File: src/rtl/control_unit_pkg.sv
// -----------------------------------------------------------------------------
// control_unit_pkg
// Shared definitions for the accumulator CPU control unit and its datapath:
//   - state_t      : control FSM state encoding
//   - OP_*         : opcode field values (IR[7:5])
//   - ASEL_*       : accumulator input mux select codes
//   - decode_op()  : maps an opcode to the execute state it dispatches to
// -----------------------------------------------------------------------------
package control_unit_pkg;

    localparam int OPW_DEFAULT = 3;

    typedef enum logic [3:0] {
        S_START  = 4'd0,
        S_FETCH  = 4'd1,
        S_DECODE = 4'd2,
        S_LOAD   = 4'd3,
        S_STORE  = 4'd4,
        S_ADD    = 4'd5,
        S_SUB    = 4'd6,
        S_INPUT  = 4'd7,
        S_JZ     = 4'd8,
        S_JPOS   = 4'd9,
        S_HALT   = 4'd10
    } state_t;

    localparam logic [2:0] OP_LOAD  = 3'b000;
    localparam logic [2:0] OP_STORE = 3'b001;
    localparam logic [2:0] OP_ADD   = 3'b010;
    localparam logic [2:0] OP_SUB   = 3'b011;
    localparam logic [2:0] OP_INPUT = 3'b100;
    localparam logic [2:0] OP_JZ    = 3'b101;
    localparam logic [2:0] OP_JPOS  = 3'b110;
    localparam logic [2:0] OP_HALT  = 3'b111;

    localparam logic [1:0] ASEL_ADDSUB = 2'd0;
    localparam logic [1:0] ASEL_INPUT  = 2'd1;
    localparam logic [1:0] ASEL_MEM    = 2'd2;
    localparam logic [1:0] ASEL_GND    = 2'd3;

    // Every 3-bit opcode names an instruction, so this mapping is total.
    function automatic state_t decode_op(input logic [2:0] op);
        state_t st;
        case (op)
            OP_LOAD:  st = S_LOAD;
            OP_STORE: st = S_STORE;
            OP_ADD:   st = S_ADD;
            OP_SUB:   st = S_SUB;
            OP_INPUT: st = S_INPUT;
            OP_JZ:    st = S_JZ;
            OP_JPOS:  st = S_JPOS;
            default:  st = S_HALT;
        endcase
        return st;
    endfunction

endpackage

File: src/rtl/control_unit_if.sv
// -----------------------------------------------------------------------------
// control_unit_if
// Bundle between the control unit and the datapath.
//   Status  (datapath -> control): opcode[OPW-1:0], Aeq0, Apos, Enter
//   Control (control -> datapath): IRload, JMPmux, PCload, PCclear, Meminst,
//                                  MemWr, Asel[1:0], loadA, sub, Halt
// Modports:
//   master : the control unit (drives control, reads status)
//   slave  : the datapath     (drives status, reads control)
// -----------------------------------------------------------------------------
interface control_unit_if #(
    parameter int OPW = 3
);
    logic [OPW-1:0] opcode;
    logic           Aeq0;
    logic           Apos;
    logic           Enter;

    logic           IRload;
    logic           JMPmux;
    logic           PCload;
    logic           PCclear;
    logic           Meminst;
    logic           MemWr;
    logic [1:0]     Asel;
    logic           loadA;
    logic           sub;
    logic           Halt;

    modport master (
        input  opcode, Aeq0, Apos, Enter,
        output IRload, JMPmux, PCload, PCclear, Meminst, MemWr,
               Asel, loadA, sub, Halt
    );

    modport slave (
        output opcode, Aeq0, Apos, Enter,
        input  IRload, JMPmux, PCload, PCclear, Meminst, MemWr,
               Asel, loadA, sub, Halt
    );
endinterface

File: src/rtl/control_unit.sv
// -----------------------------------------------------------------------------
// control_unit
// Control FSM of a small accumulator CPU. A single state register walks
// START -> FETCH -> DECODE -> <execute> -> FETCH ..., with HALT terminal until
// reset. Outputs are decoded from the current state; only INPUT (loadA=Enter),
// JZ (PCload=Aeq0) and JPOS (PCload=Apos) have Mealy terms.
// Ports:
//   clk   : rising-edge clock
//   reset : synchronous, active-high; forces START from any state
//   bus   : control_unit_if.master (status in, control strobes out)
// -----------------------------------------------------------------------------
module control_unit
    import control_unit_pkg::*;
#(
    parameter int OPW = OPW_DEFAULT
) (
    input  logic            clk,
    input  logic            reset,
    control_unit_if.master  bus
);

    state_t state_q;
    state_t state_d;

    // The instruction set only defines the low three opcode bits.
    logic [OPW-1:0] opcode_w;
    logic [2:0]     op_field;
    assign opcode_w = bus.opcode;
    assign op_field = opcode_w[2:0];

    // State register; reset wins over every other transition.
    always_ff @(posedge clk) begin
        if (reset) begin
            state_q <= S_START;
        end else begin
            state_q <= state_d;
        end
    end

    // Next-state and output decode.
    always_comb begin
        state_d     = S_START;
        bus.IRload  = 1'b0;
        bus.JMPmux  = 1'b0;
        bus.PCload  = 1'b0;
        bus.PCclear = 1'b0;
        bus.Meminst = 1'b0;
        bus.MemWr   = 1'b0;
        bus.Asel    = ASEL_ADDSUB;
        bus.loadA   = 1'b0;
        bus.sub     = 1'b0;
        bus.Halt    = 1'b0;

        case (state_q)
            S_START: begin
                // Clear PC and accumulator together.
                bus.PCclear = 1'b1;
                bus.Asel    = ASEL_GND;
                bus.loadA   = 1'b1;
                state_d     = S_FETCH;
            end
            S_FETCH: begin
                // IR <- mem[PC] and PC <- PC+1 on the same edge.
                bus.Meminst = 1'b1;
                bus.IRload  = 1'b1;
                bus.PCload  = 1'b1;
                bus.JMPmux  = 1'b0;
                state_d     = S_DECODE;
            end
            S_DECODE: begin
                // Address switches to IR[4:0] so LOAD sees its operand.
                bus.Meminst = 1'b0;
                state_d     = decode_op(op_field);
            end
            S_LOAD: begin
                bus.Asel  = ASEL_MEM;
                bus.loadA = 1'b1;
                state_d   = S_FETCH;
            end
            S_STORE: begin
                bus.Meminst = 1'b0;
                bus.MemWr   = 1'b1;
                state_d     = S_FETCH;
            end
            S_ADD: begin
                bus.Asel  = ASEL_ADDSUB;
                bus.sub   = 1'b0;
                bus.loadA = 1'b1;
                state_d   = S_FETCH;
            end
            S_SUB: begin
                bus.Asel  = ASEL_ADDSUB;
                bus.sub   = 1'b1;
                bus.loadA = 1'b1;
                state_d   = S_FETCH;
            end
            S_INPUT: begin
                // Mux held on the input port; A captures only on the Enter cycle.
                bus.Asel  = ASEL_INPUT;
                bus.loadA = bus.Enter;
                state_d   = bus.Enter ? S_FETCH : S_INPUT;
            end
            S_JZ: begin
                bus.JMPmux = 1'b1;
                bus.PCload = bus.Aeq0;
                state_d    = S_FETCH;
            end
            S_JPOS: begin
                bus.JMPmux = 1'b1;
                bus.PCload = bus.Apos;
                state_d    = S_FETCH;
            end
            S_HALT: begin
                bus.Halt = 1'b1;
                state_d  = S_HALT;
            end
            default: begin
                // Illegal encodings recover through START.
                state_d = S_START;
            end
        endcase
    end

endmodule

File: src/flat_wrapper.sv
// flat-port wrapper written by rule: the top's interface ports become plain ports
module control_unit_flat import control_unit_pkg::*;
#(
    parameter int OPW = OPW_DEFAULT
)
  (clk, reset, bus_opcode, bus_Aeq0, bus_Apos, bus_Enter, bus_IRload, bus_JMPmux, bus_PCload, bus_PCclear, bus_Meminst, bus_MemWr, bus_Asel, bus_loadA, bus_sub, bus_Halt);
  control_unit_if #(.OPW(OPW)) bus_i ();
  input  logic clk;
  input  logic reset;
  input wire logic [$bits(bus_i.opcode)-1:0] bus_opcode;
  input wire logic [$bits(bus_i.Aeq0)-1:0] bus_Aeq0;
  input wire logic [$bits(bus_i.Apos)-1:0] bus_Apos;
  input wire logic [$bits(bus_i.Enter)-1:0] bus_Enter;
  output wire logic [$bits(bus_i.IRload)-1:0] bus_IRload;
  output wire logic [$bits(bus_i.JMPmux)-1:0] bus_JMPmux;
  output wire logic [$bits(bus_i.PCload)-1:0] bus_PCload;
  output wire logic [$bits(bus_i.PCclear)-1:0] bus_PCclear;
  output wire logic [$bits(bus_i.Meminst)-1:0] bus_Meminst;
  output wire logic [$bits(bus_i.MemWr)-1:0] bus_MemWr;
  output wire logic [$bits(bus_i.Asel)-1:0] bus_Asel;
  output wire logic [$bits(bus_i.loadA)-1:0] bus_loadA;
  output wire logic [$bits(bus_i.sub)-1:0] bus_sub;
  output wire logic [$bits(bus_i.Halt)-1:0] bus_Halt;
  assign bus_i.opcode = bus_opcode;
  assign bus_i.Aeq0 = bus_Aeq0;
  assign bus_i.Apos = bus_Apos;
  assign bus_i.Enter = bus_Enter;
  assign bus_IRload = bus_i.IRload;
  assign bus_JMPmux = bus_i.JMPmux;
  assign bus_PCload = bus_i.PCload;
  assign bus_PCclear = bus_i.PCclear;
  assign bus_Meminst = bus_i.Meminst;
  assign bus_MemWr = bus_i.MemWr;
  assign bus_Asel = bus_i.Asel;
  assign bus_loadA = bus_i.loadA;
  assign bus_sub = bus_i.sub;
  assign bus_Halt = bus_i.Halt;
  control_unit #(.OPW(OPW)) u_core (.clk(clk), .reset(reset), .bus(bus_i));
endmodule
File: config.mk
export PLATFORM = sky130hd
export DESIGN_NAME = control_unit_flat
export DESIGN_NICKNAME = d
export VERILOG_FILES = /design/src/rtl/control_unit_pkg.sv /design/src/rtl/control_unit_if.sv /design/src/rtl/control_unit.sv /design/src/flat_wrapper.sv
export SDC_FILE = /design/constraint.sdc
export NUM_CORES = 1
export LEC_CHECK = 0
export CAP_MARGIN = 20
export CORE_AREA = 2 2 39 41
export DETAILED_ROUTE_END_ITERATION = 7
export DIE_AREA = 0 0 41 43
export PLACE_DENSITY = 0.61
export SYNTH_ARGS = -nofsm -noshare
export SYNTH_HDL_FRONTEND = slang
export SYNTH_SLANG_ARGS = --single-unit
File: constraint.sdc
create_clock -name clk -period 1.2 [get_ports clk]
set_input_delay 0.18 -clock clk [delete_from_list [all_inputs] [get_ports clk]]
set_output_delay 0.18 -clock clk [all_outputs]
set_load 0.01 [all_outputs]
Yosys cells after proc, flatten, opt, wreduce, memory -nomap -nowiden. Cells that the tools add are included.

Word-level logic and storage cells: 34. Bits of input ports: 8. Register bits after elaboration: 4.

Equal/unequal tests: 16. Reduce and logical (&&, ||, !) cells: 5. Muxes and demuxes: 12.

Operator list (count): $pmux W4 S7 (1); $pmux W4 S5 (1); $eq A4 B3 Y1 const B (4); $eq A4 B4 Y1 const B (3); $eq A3 B3 Y1 const B (3); $eq A4 B2 Y1 const B (2); $reduce_or A7 Y1 (1); $eq A3 B2 Y1 const B (2); $mux W1 (6); $pmux W2 S3 (1); $eq A4 B1 Y1 const B (1); $logic_not A4 Y1 (1); $reduce_or A4 Y1 (1); $eq A3 B1 Y1 const B (1); $logic_not A3 Y1 (1); $mux W3 (1); $pmux W1 S3 (1); $pmux W1 S2 (1); $reduce_or A2 Y1 (1).

Logic depth before layout (Yosys ltp).
Depth in word-level cells: 3. Depth in mapped cells: 4.

Worst setup path before layout. Ideal clock, no wire load.

Kind: flip-flop to output port. Start point: register u_core.state_q[1]. End point: output port bus_loadA. Cell stages (with the launch flop): 5. Data required time: 1.020 ns. Buffers on the path: 1. Path slack: -0.068 ns. Arrival: 1.088 ns. Cells stage by stage: dfxtp_1 buf_6 or2_4 a21o_2 a21oi_1.

Longest elaborated chain between the ends: 3. Elaborated cells between the ends (all ways): 7. Those cells by class: eq/ne (4); mux (1); reduce/logical (2).

Ends and longest elaborated chain: start: declaration (RTL line control_unit.sv:22) `state_t state_q;`; start signal: assignment (RTL line control_unit.sv:36) `state_q <= state_d;`; $eq A4 B2 Y1 (tied with other cells) (RTL line control_unit.sv:54) `case (state_q)`; $reduce_or A4 Y1 (no source line); $pmux W1 S2 (*) (RTL line control_unit.sv:54); end: declaration (RTL line flat_wrapper.sv:21) `output wire logic [$bits(bus_i.loadA)-1:0] bus_loadA;`.

Every way passes the cells marked *; elsewhere a longest branch is shown, timed or not.

Final worst setup path. Ends and elaborated chain as after synthesis.

==> flow_metrics.tcl <==
set metrics [dict create \
    result_of_the_run "finished with violations" \
    failed_checks "setup timing" \
    mostFrequentLayoutCell "sky130_fd_sc_hd__buf_4" \
    worst_path_slowest_cell "sky130_fd_sc_hd__dfxtp_4" \
    post_synth_main_area_contributors "sky130_fd_sc_hd__dfxtp_1, sky130_fd_sc_hd__a21oi_1, sky130_fd_sc_hd__nor3_1" \
    layout-drive-gt1-share_pct 76.3 \
    residual_drc_count 0 \
    floorplan.die.height_um 43 \
    area_delta_synth_final_pct 146 \
    placed_area_um2 711 \
    setup_viol 12 \
    globalRoute.totalOverflow 0 \
    rsz_0062_raised_after_global_routing "yes" \
    cts.sinks 4 \
    grt_util_met1_pct 19.3 \
    route.final.wire_length_um 1440 \
    worst_pin_slew_ps 389 \
    critical_path.max_fanout 7 \
    largest_net_degree_at_the_start_of_global_routing 10 \
    grt_met2_usage_pct 32.8 \
    horiz_die_dim_um 41 \
    synth_cell_area_um2 382 \
    ys_types 27 \
    number_of_cts_inserted_buffers 3 \
    dp_hpwl_um 905 \
    synth-warning-count 0 \
    timing_worst_setup_path_type "flop to output pin" \
    largest_reg_flops 4 \
    route.detailed.wl_per_inst_um 12.7 \
    grtUsageTotal_pct 18.1 \
    ir_drop_mv 0.486 \
    combinationalPowerShare_pct 57.2 \
    clockBufferDepth 2 \
    mostFrequentLayoutCells "sky130_fd_sc_hd__buf_4, sky130_fd_sc_hd__buf_6, sky130_fd_sc_hd__buf_2" \
    global_route_wire_length_before_repair_um 2190 \
    report.power.total_uw 771 \
    synthesis.area_per_instance_um2 7.48 \
    yosysSeqAreaShare_pct 21.0 \
    gpl.final_weighted_congestion 0.699 \
    synth_largest_area_cell "sky130_fd_sc_hd__dfxtp_1" \
    maxCapViolCount 0 \
    final-max-slew-violation-count 0 \
    cp-start-kind "flop" \
    routed-via-count 560 \
    ys_seq_elements 4 \
    cellInternalPower_uw 511 \
    critical_path_required_ps 1020 \
    drt-initial-drc-count 7 \
    worstSkewPairLatency_ps 240 \
    final-hold-violation-count 0 \
    hp-class "primary input to flop" \
    cp_cell_sequence "or2_4 > a21o_2 > a21oi_2 > buf_2" \
    count_of_mapped_cells_out_of_synthesis 51 \
    total_switching_power_uw 260 \
    grt-busiest-layer "met2" \
    nNetsFinal 107 \
    power_leakage_nw 0.432 \
    row_count 14 \
    htreeDepth 1 \
    max_freq_mhz 685 \
    n_antenna_cell 0 \
    holdWs_ps 484 \
    core_region_area_um2 1380 \
    critical_path_arrival_ps 1280 \
    sw_frac_of_total_pct 33.7 \
    regMostFlops "u_core.state_q" \
    cts-root-buf "sky130_fd_sc_hd__clkbuf_4" \
    floorplan.initialDensity_pct 27.6 \
    power_density_nw_per_um2 821 \
    design.portCount 19 \
    cp-end-kind "output pin" \
    skew_ps 5.24 \
    design_area_final_um2 938 \
    worst_path_largest_cell_delay_ps 350 \
    finalWorstSetupSlack_ps -260 \
    vias_per_cell 4.96 \
    tritoncts "done" \
    grt_pass1_vias 527 \
    grt_antenna_before_repair 0 \
    largestRegisters "u_core.state_q (4)" \
    synth.net_count 59 \
    dp_slack_ps -542 \
    time_the_worst_path_needs_with_i_o_delays_and_setup_ps 1460 \
    drt.antenna.violating_nets 0 \
    finalCritPeriodShare_pct 122 \
    die-area_um2 1760 \
    utilization_pct 67.8 \
    clk_network_pwr_share_pct 22.0 \
    firstDrtPassIters 5 \
    timing.max_slew.rel_slack_pct 73.9 \
    numPortBuffers 18 \
    synth_top_area_share_pct 21.0 \
    clkSlewWorstSetupHoldPaths_ps 30 \
    global_route.usage.met3_pct 3.14 \
    seq_power_share_pct 20.9 \
]
==> final timing paths <==
path / start / endpoint / slack (ps) / cells past startpoint
max: u_core.state_q[1]$_SDFF_PP0_ / bus_loadA / -260 / 4
min: bus_opcode[0] / u_core.state_q[1]$_SDFF_PP0_ / 480 / 5
min reg2reg: u_core.state_q[1]$_SDFF_PP0_ / u_core.state_q[1]$_SDFF_PP0_ / 710 / 3
max reg2reg: u_core.state_q[0]$_SDFF_PP0_ / u_core.state_q[0]$_SDFF_PP0_ / -130 / 5
==> kinds of logic (layout without fill, tap and decap cells) <==
logic type,Yosys count,in the layout,synth area share [%]
simple gates,23,23,34.8
compound gates,15,15,29.5
buf+inv,8,54,12.5
flops,4,4,21.0
xor+xnor,1,1,2.30
==> per-layer routing <==
layer | up-vias | share of wire, %
met5 | - | 0
met4 | 0 | 1.2
met3 | 2 | 6.3
met2 | 21 | 53
met1 | 257 | 39
li1 | 280 | -
==> Yosys cell counts <==
master	n
sky130_fd_sc_hd__a2111oi_2	1
sky130_fd_sc_hd__a211o_1	1
sky130_fd_sc_hd__a21boi_2	1
sky130_fd_sc_hd__a21o_2	2
sky130_fd_sc_hd__a21oi_1	6
sky130_fd_sc_hd__and3_1	1
sky130_fd_sc_hd__buf_2	2
sky130_fd_sc_hd__buf_4	2
sky130_fd_sc_hd__buf_6	1
sky130_fd_sc_hd__dfxtp_1	4
sky130_fd_sc_hd__inv_1	3
sky130_fd_sc_hd__nand2_1	2
sky130_fd_sc_hd__nand2b_1	2
sky130_fd_sc_hd__nand3_1	2
sky130_fd_sc_hd__nand3b_1	1
sky130_fd_sc_hd__nor2_1	3
sky130_fd_sc_hd__nor3_1	5
sky130_fd_sc_hd__nor3b_1	1
sky130_fd_sc_hd__nor4_1	2
sky130_fd_sc_hd__nor4b_1	1
sky130_fd_sc_hd__o211a_1	1
sky130_fd_sc_hd__o21a_1	2
sky130_fd_sc_hd__o21ai_0	1
sky130_fd_sc_hd__or2_4	1
sky130_fd_sc_hd__or3_1	1
sky130_fd_sc_hd__or3b_2	1
sky130_fd_sc_hd__xnor2_1	1
==> worst max-delay path: cells and delay by family (launching register included) <==
family	cells	cell delay (ps)
flip-flops	1	350
AND/OR/NAND/NOR	1	270
buffers and inverters	1	130
AO/OA/AOI/OAI	2	300
==> through the flow <==
| stage | cells | setup TNS (ps) |
|---|---|---|
| detailed placement | 101 | -4950 |
| finish | 113 | -1810 |
| global route | 113 | -2560 |
| global placement | 101 | -4860 |
| floorplan | 51 | -8.59 |
| CTS | 110 | -1560 |
==> cell type report <==
class	count	area, µm²
well taps	16	20.0
inverters	3	13.8
repair buffers	48	405
fillers	103	445
flip-flops and latches	4	95.1
clock buffers	3	22.5
multi-input cells	39	382
==> power by group through the flow <==
stage                     clock network, mW  registers (mW)  logic, mW
after floorplan                           0           0.153      0.173
after global placement                    0           0.161      0.350
after detailed placement                  0           0.161      0.352
after CTS                             0.170           0.159      0.367
after global routing                  0.188           0.163      0.474
final                                 0.169           0.161      0.440
==> timing repair <==
item,CTS,global route
hold buffers,0,0
resized for setup,71,22
cloned,0,0
setup buffers,6,5
pin swaps,4,6
endpoints found under the setup margin,14,15
Note: power is estimated with default switching activity, not from simulation.
